[src/rtl/imm_gen_pkg.sv]
// Shared format codes, opcode constants and helpers for the immediate generator.
// The optional CSR zimm decode is enabled by defining IMM_GEN_CSR_ZIMM_EN.
package imm_gen_pkg;

    typedef enum logic [2:0] {
        FmtR    = 3'd0,
        FmtI    = 3'd1,
        FmtS    = 3'd2,
        FmtB    = 3'd3,
        FmtU    = 3'd4,
        FmtJ    = 3'd5,
        FmtZ    = 3'd6,
        FmtNone = 3'd7
    } imm_fmt_e;

    localparam logic [6:0] OpcLoad   = 7'b0000011;
    localparam logic [6:0] OpcOpImm  = 7'b0010011;
    localparam logic [6:0] OpcJalr   = 7'b1100111;
    localparam logic [6:0] OpcStore  = 7'b0100011;
    localparam logic [6:0] OpcBranch = 7'b1100011;
    localparam logic [6:0] OpcLui    = 7'b0110111;
    localparam logic [6:0] OpcAuipc  = 7'b0010111;
    localparam logic [6:0] OpcJal    = 7'b1101111;
    localparam logic [6:0] OpcOp     = 7'b0110011;
    localparam logic [6:0] OpcSystem = 7'b1110011;

    function automatic logic [31:0] sext12(input logic [11:0] v);
        return {{20{v[11]}}, v};
    endfunction

endpackage

[src/rtl/imm_gen_decode.sv]
// Combinational RISC-V immediate decoder: format, sign-extended immediate, illegal flag.
// With IMM_GEN_CSR_ZIMM_EN defined, CSR immediate forms decode as fmt Z.
module imm_gen_decode
    import imm_gen_pkg::*;
#(
    parameter int unsigned XLEN = 32
) (
    input  logic [31:0]     instr_i,
    output logic [XLEN-1:0] imm_o,
    output imm_fmt_e        fmt_o,
    output logic            illegal_o
);

    logic [31:0] imm32;

    always_comb begin
        imm32     = '0;
        fmt_o     = FmtNone;
        illegal_o = 1'b0;
        unique case (instr_i[6:0])
            OpcLoad, OpcOpImm, OpcJalr: begin
                fmt_o = FmtI;
                imm32 = sext12(instr_i[31:20]);
            end
            OpcStore: begin
                fmt_o = FmtS;
                imm32 = sext12({instr_i[31:25], instr_i[11:7]});
            end
            OpcBranch: begin
                fmt_o = FmtB;
                imm32 = {{19{instr_i[31]}}, instr_i[31], instr_i[7], instr_i[30:25],
                         instr_i[11:8], 1'b0};
            end
            OpcLui, OpcAuipc: begin
                fmt_o = FmtU;
                imm32 = {instr_i[31:12], 12'b0};
            end
            OpcJal: begin
                fmt_o = FmtJ;
                imm32 = {{11{instr_i[31]}}, instr_i[31], instr_i[19:12], instr_i[20],
                         instr_i[30:21], 1'b0};
            end
            OpcOp: begin
                fmt_o = FmtR;
            end
            OpcSystem: begin
`ifdef IMM_GEN_CSR_ZIMM_EN
                // funct3[2] selects the csrr*i forms whose rs1 field is a 5-bit zimm
                if (instr_i[14]) begin
                    fmt_o = FmtZ;
                    imm32 = {27'b0, instr_i[19:15]};
                end else begin
                    fmt_o = FmtI;
                    imm32 = sext12(instr_i[31:20]);
                end
`else
                fmt_o = FmtI;
                imm32 = sext12(instr_i[31:20]);
`endif
            end
            default: begin
                illegal_o = 1'b1;
            end
        endcase
    end

    assign imm_o = XLEN'($signed(imm32));

endmodule

[src/rtl/imm_gen_pipe.sv]
// Registered immediate generator with a 2-entry (output + skid) valid/ready buffer.
// Optional CSR zimm decode via IMM_GEN_CSR_ZIMM_EN (handled in imm_gen_decode).
module imm_gen_pipe
    import imm_gen_pkg::*;
#(
    parameter int unsigned XLEN = 32
) (
    input  logic            clk,
    input  logic            rst,
    input  logic            flush,
    input  logic            in_valid,
    output logic            in_ready,
    input  logic [31:0]     in_instr,
    output logic            out_valid,
    input  logic            out_ready,
    output logic [31:0]     out_instr,
    output logic [XLEN-1:0] out_imm,
    output logic [2:0]      out_fmt,
    output logic            out_illegal
);

    typedef struct packed {
        logic [31:0]     instr;
        logic [XLEN-1:0] imm;
        imm_fmt_e        fmt;
        logic            illegal;
    } entry_t;

    localparam entry_t EntryReset = '{instr: '0, imm: '0, fmt: FmtNone, illegal: 1'b0};

    entry_t   dec_entry;
    entry_t   out_q, out_d, skid_q, skid_d;
    logic     out_valid_q, out_valid_d, skid_valid_q, skid_valid_d;
    logic     accept, xfer;

    imm_gen_decode #(
        .XLEN (XLEN)
    ) u_decode (
        .instr_i   (in_instr),
        .imm_o     (dec_entry.imm),
        .fmt_o     (dec_entry.fmt),
        .illegal_o (dec_entry.illegal)
    );

    assign dec_entry.instr = in_instr;

    assign accept = in_valid && !skid_valid_q;
    assign xfer   = out_valid_q && out_ready;

    always_comb begin
        out_d        = out_q;
        skid_d       = skid_q;
        out_valid_d  = out_valid_q;
        skid_valid_d = skid_valid_q;
        if (flush) begin
            out_valid_d  = 1'b0;
            skid_valid_d = 1'b0;
        end else if (xfer || !out_valid_q) begin
            // Output slot frees up: the skid entry is older, so it goes first.
            if (skid_valid_q) begin
                out_d        = skid_q;
                out_valid_d  = 1'b1;
                skid_valid_d = 1'b0;
            end else if (accept) begin
                out_d       = dec_entry;
                out_valid_d = 1'b1;
            end else begin
                out_valid_d = 1'b0;
            end
        end else if (accept) begin
            skid_d       = dec_entry;
            skid_valid_d = 1'b1;
        end
    end

    always_ff @(posedge clk) begin
        if (rst) begin
            out_q        <= EntryReset;
            skid_q       <= EntryReset;
            out_valid_q  <= 1'b0;
            skid_valid_q <= 1'b0;
        end else begin
            out_q        <= out_d;
            skid_q       <= skid_d;
            out_valid_q  <= out_valid_d;
            skid_valid_q <= skid_valid_d;
        end
    end

    assign in_ready    = !skid_valid_q;
    assign out_valid   = out_valid_q;
    assign out_instr   = out_q.instr;
    assign out_imm     = out_q.imm;
    assign out_fmt     = out_q.fmt;
    assign out_illegal = out_q.illegal;

endmodule
[config.mk]
export PLATFORM = sky130hd
export DESIGN_NAME = imm_gen_pipe
export DESIGN_NICKNAME = d
export VERILOG_FILES = /design/src/rtl/imm_gen_pkg.sv /design/src/rtl/imm_gen_decode.sv /design/src/rtl/imm_gen_pipe.sv
export SDC_FILE = /design/constraint.sdc
export NUM_CORES = 1
export LEC_CHECK = 0
export CAP_MARGIN = 20
export CELL_PAD_IN_SITES_DETAIL_PLACEMENT = 1
export CELL_PAD_IN_SITES_GLOBAL_PLACEMENT = 1
export CORE_MARGIN = 3
export CORE_UTILIZATION = 37
export DETAILED_ROUTE_END_ITERATION = 16
export GPL_TIMING_DRIVEN = 0
export PLACE_DENSITY = 0.82
export SLEW_MARGIN = 0
export SYNTH_ARGS = -nofsm -noshare
export SYNTH_HDL_FRONTEND = slang
export SYNTH_SLANG_ARGS = --single-unit
export TNS_END_PERCENT = 10
[constraint.sdc]
create_clock -name clk -period 2.2 [get_ports clk]
set_input_delay 0.44 -clock clk [delete_from_list [all_inputs] [get_ports clk]]
set_output_delay 0.44 -clock clk [all_outputs]
set_load 0.02 [all_outputs]
==> impl_results.md, run 1 <==
* Run status: finished clean
* Number of buffers created by CTS at 17
* Number of global-route vias before repair at 6,234
* First-pass iteration count of the detailed router at 4
* Detailed Route WL at between 20,000 and 25,000 um
* Total Neg Setup Slack at 0 ns
* Timing-limited maximum frequency at between 400 and 500 MHz
* Maximum VDD drop at 0.5838 mV
* Die area at between 15,000 and 20,000 um2
* Period utilisation layout at 0.9593
* Relative contribution of sequential cells to total power at 0.416
* H-tree depth at 4
* Fraction of synthesized cell area taken by the top area cell type at 0.4756
* Amount of wire on met3 after detailed routing at about 830 um
* Global-route wire length before repair at 33,020 um
* CP max stage delay at 0.45 ns
* Mapped Cells at between 600 and 700
* Most area-hungry cell type in the Yosys netlist: sky130_fd_sc_hd__dfxtp_1
* Worst setup margin at a little under 0.09 ns
* Synth warn at 0
* Average via count per standard cell at between 5 and 6
* Initial cell density of the core at 0.3807
* Final min period at 2.111 ns
* Net switching power at 1.637 mW
* Floorplan row count at 45
* Number of max-cap violations at 0
* Final hold violation count at 0
* Maximum buffer depth of the clock tree at 2
* Sequential fraction of the synthesis area at 0.4756
* Worst setup timing slack at the placement stage at -0.5393 ns
* Total via count after detailed routing at about 5,800
* Crit path DAT at about 2.5 ns
* Pin slew with the least headroom to its limit at about 0.70 ns
* WL/cell at 20.20 um
* Net count of the finished layout at about 850
* Total routed wire length on the met1 layer at around 8900 um
* Power density over cell area at roughly 820 nW/um2
* Synthesized Nets at about 720
* Root Buffer Master: sky130_fd_sc_hd__clkbuf_16
* Launching element type of the critical path: input pin
* Flip-flop and latch count after synthesis at between 100 and 150
* Number of design rule violations left after detail routing at 0
* Fraction of layout instances using a drive strength above 1 at 0.09964
* Die height at approximately 130 um
* Combinational cell fraction of total power at 0.124
* Setup repair after global routing missed its margin: yes
* Iteration-0 DRC Markers at a little under 400
* Hold slack final at around 0.46 ns
* Most common cell after layout, fill and taps aside: sky130_fd_sc_hd__dfxtp_1
* Clock latency of the later-clocked register in the worst-skew pair at between 0.4 and 0.5 ns
* Antenna-violating nets left at 0
* Final core area utilization at 0.5123
* GRT Residual Overflow at 0
* Cell type group with the largest total delay on the critical path: buffers and inverters
* Combined global-route utilization of all metal layers at 0.2392
* Count of different cell masters after synthesis at between 40 and 50
* WS Path Type: input pin to register
* Cell types occupying the most area after synthesis: sky130_fd_sc_hd__dfxtp_1 (48%), sky130_fd_sc_hd__a211oi_1 (8.0%), sky130_fd_sc_hd__nand2_1 (7.0%)
* Data required time of the critical path at 2.55 ns
* Cell-by-cell listing of the critical path: clkdlybuf4s50_1, nor2b_1, and4_1, buf_2, clkbuf_1, nand2_1, o21bai_1, a21oi_1
* Worst reg-to-reg setup slack at roughly 0.13 ns
* Boundary Pins at around 110
* CTS sink count at 138
* Critical path buffer and inverter count at 3
* Number of failing setup endpoints in the final timing report at 0
* Max_slew headroom at 0.5333
* I/O Buffers at between 100 and 150
* Max Used Layer: met4
* Detailed Place HPWL at ~15,000 um
* Total of hold buffers inserted after clock tree synthesis at 0
* Nature of the critical path endpoint: register
* Initial antenna violation count at 0
* Number of pins exceeding their max-slew limit in the final report at 0
* Clock slew at the register clock pins of the worst setup and hold paths at roughly 0.06 ns
* Cell type of the slowest stage on the worst timing path: sky130_fd_sc_hd__clkdlybuf4s50_1
* Classification of the worst-slack hold path: register to register
* Ant diodes at 0
* Detailed route wirelength on metal2 at about 11,000 um
* Final weighted congestion in routability-driven placement at between 0.8 and 0.9
* Part of the total power dissipated in the clock network at 0.460
* Clock Skews at between 0.007 and 0.008 ns
* Die width at about 130 um
* Switching share of total power at 0.2567
* Static power due to leakage at about 2.6 nW
* Pin count of the biggest net entering global routing at 20
* Layout overhead on the synthesized area at 34.55%
* Commonest cells after routing, fill and taps aside: sky130_fd_sc_hd__dfxtp_1 (138), sky130_fd_sc_hd__nand2_1 (109), sky130_fd_sc_hd__clkdlybuf4s50_1 (103)
* Clock tree from TritonCTS: yes
* Synthesized area per cell at between 8 and 9 um2
* Total standard cell area after synthesis at slightly below 6000 um2
* Number of instances in the placed design at between 1,000 and 1,500
* Power Internal at 4.741 mW
* Crit path max fanout at 10
* Non-Filler Instances at approximately 1,000
* Core region area at around 15,000 um2
-- state kept, by name, summed over array words and instances, names as in the netlist --
register	cells
out_illegal	1
out_fmt	3
skid_valid_q	1
skid_q	68
out_imm	32
out_instr	32
out_valid	1
-- metal layers --
metal	vias to the layer above	global-route usage
met4	0	0.09160
met2	178	0.4231
met5	-	0
met1	2855	0.2878
li1	2677	-
met3	41	0.04518
-- what timing repair did --
action,CTS,global route
endpoints found under the setup margin,21,56
cloned,0,0
setup buffers,0,2
pin swaps,0,2
gates resized for setup,6,14
-- path summary, 6_finish.rpt --
| kind | to | cells after the start | from |
|---|---|---|---|
| setup / recovery | skid_q[35]$_SDFFE_PP0P_ | 8 | out_ready |
| hold / removal | skid_q[39]$_SDFFE_PP0P_ | 2 | skid_q[39]$_SDFFE_PP0P_ |
| setup reg to reg | out_imm[24]$_SDFFE_PP0P_ | 7 | skid_valid_q$_SDFFE_PP0P_ |
| hold reg to reg | skid_q[39]$_SDFFE_PP0P_ | 2 | skid_q[39]$_SDFFE_PP0P_ |
-- stage by stage --
| step | total power [mW] | area, um2 |
|---|---|---|
| 2_1_floorplan | 3.093 | 5809 |
| 3_3_place_gp | 3.445 | 7124 |
| 3_5_place_dp | 3.475 | 7124 |
| 4_1_cts | 6.393 | 7745 |
| 5_1_grt | 6.581 | 7816 |
| 6_report | 6.378 | 7816 |
-- worst reg2reg max path: stages, from the launching register on --
cell	delay, ns
sky130_fd_sc_hd__dfxtp_1	0.46
sky130_fd_sc_hd__nor2_2	0.11
sky130_fd_sc_hd__or3_1	0.35
sky130_fd_sc_hd__buf_2	0.19
sky130_fd_sc_hd__nor2_4	0.27
sky130_fd_sc_hd__a21boi_4	0.27
sky130_fd_sc_hd__buf_8	0.18
sky130_fd_sc_hd__a221oi_2	0.08
-- cell type report --
type / count / area [um2]
Clock inverter: 10 / 113.9
Buffer: 62 / 296.5
Inverter: 4 / 15.01
Tap cell: 211 / 264.0
Sequential cell: 138 / 2763
Clock buffer: 22 / 494.2
Fill cell: 1793 / 7442
Multi-Input combinational cell: 480 / 2803
Timing Repair Buffer: 107 / 1067
-- power groups by stage --
stage          registers [mW]  clock network (mW)  logic, mW
6_report                 2.65                2.94      0.790
2_1_floorplan            2.79                   0      0.301
3_3_place_gp             2.70                   0      0.745
3_5_place_dp             2.71                   0      0.770
5_1_grt                  2.66                3.07      0.848
4_1_cts                  2.65                2.96      0.779
-- synthesized netlist by cell type (all sizes together) --
cell type and instances:
a211o 1, a211oi 62, a21boi 1, a21oi 64
a221oi 19, a22oi 4, a31oi 2, a32oi 2
and2 2, and3 2, and3b 1, and4 1
and4bb 1, buf 26, clkbuf 37, dfxtp 138
inv 4, mux2i 28, nand2 109, nand2b 2
nand3 9, nand3b 1, nand4 1, nand4b 1
nor2 86, nor2b 9, nor3 16, nor3b 1
nor4 2, o211ai 1, o21ai 27, o21bai 4
o31ai 2, o32ai 9, or2 1, or3 7
or4 1, xor2 1
-- logic make-up (layout without fill, tap and decap cells) --
kind of cell    Yosys count  in the layout  synth area share
compound gates          198            198            0.2358
xor+xnor                  1              1          0.001508
buf+inv                  67            205           0.05061
flops                   138            138            0.4756
mux                      28             28           0.04824
simple gates            253            253            0.1882
(Power assumes the default switching activity.)
==> run 2, diff against run 1 <==
--- a/config.mk
+++ b/config.mk
@@ -10,6 +10,7 @@
 export CELL_PAD_IN_SITES_GLOBAL_PLACEMENT = 1
 export CORE_MARGIN = 3
 export CORE_UTILIZATION = 37
+export CTS_CLUSTER_DIAMETER = 150
 export DETAILED_ROUTE_END_ITERATION = 16
 export GPL_TIMING_DRIVEN = 0
 export PLACE_DENSITY = 0.82
==> results of run 2 <==
No change in the layout: final DEF, timing and power equal those of run 1.
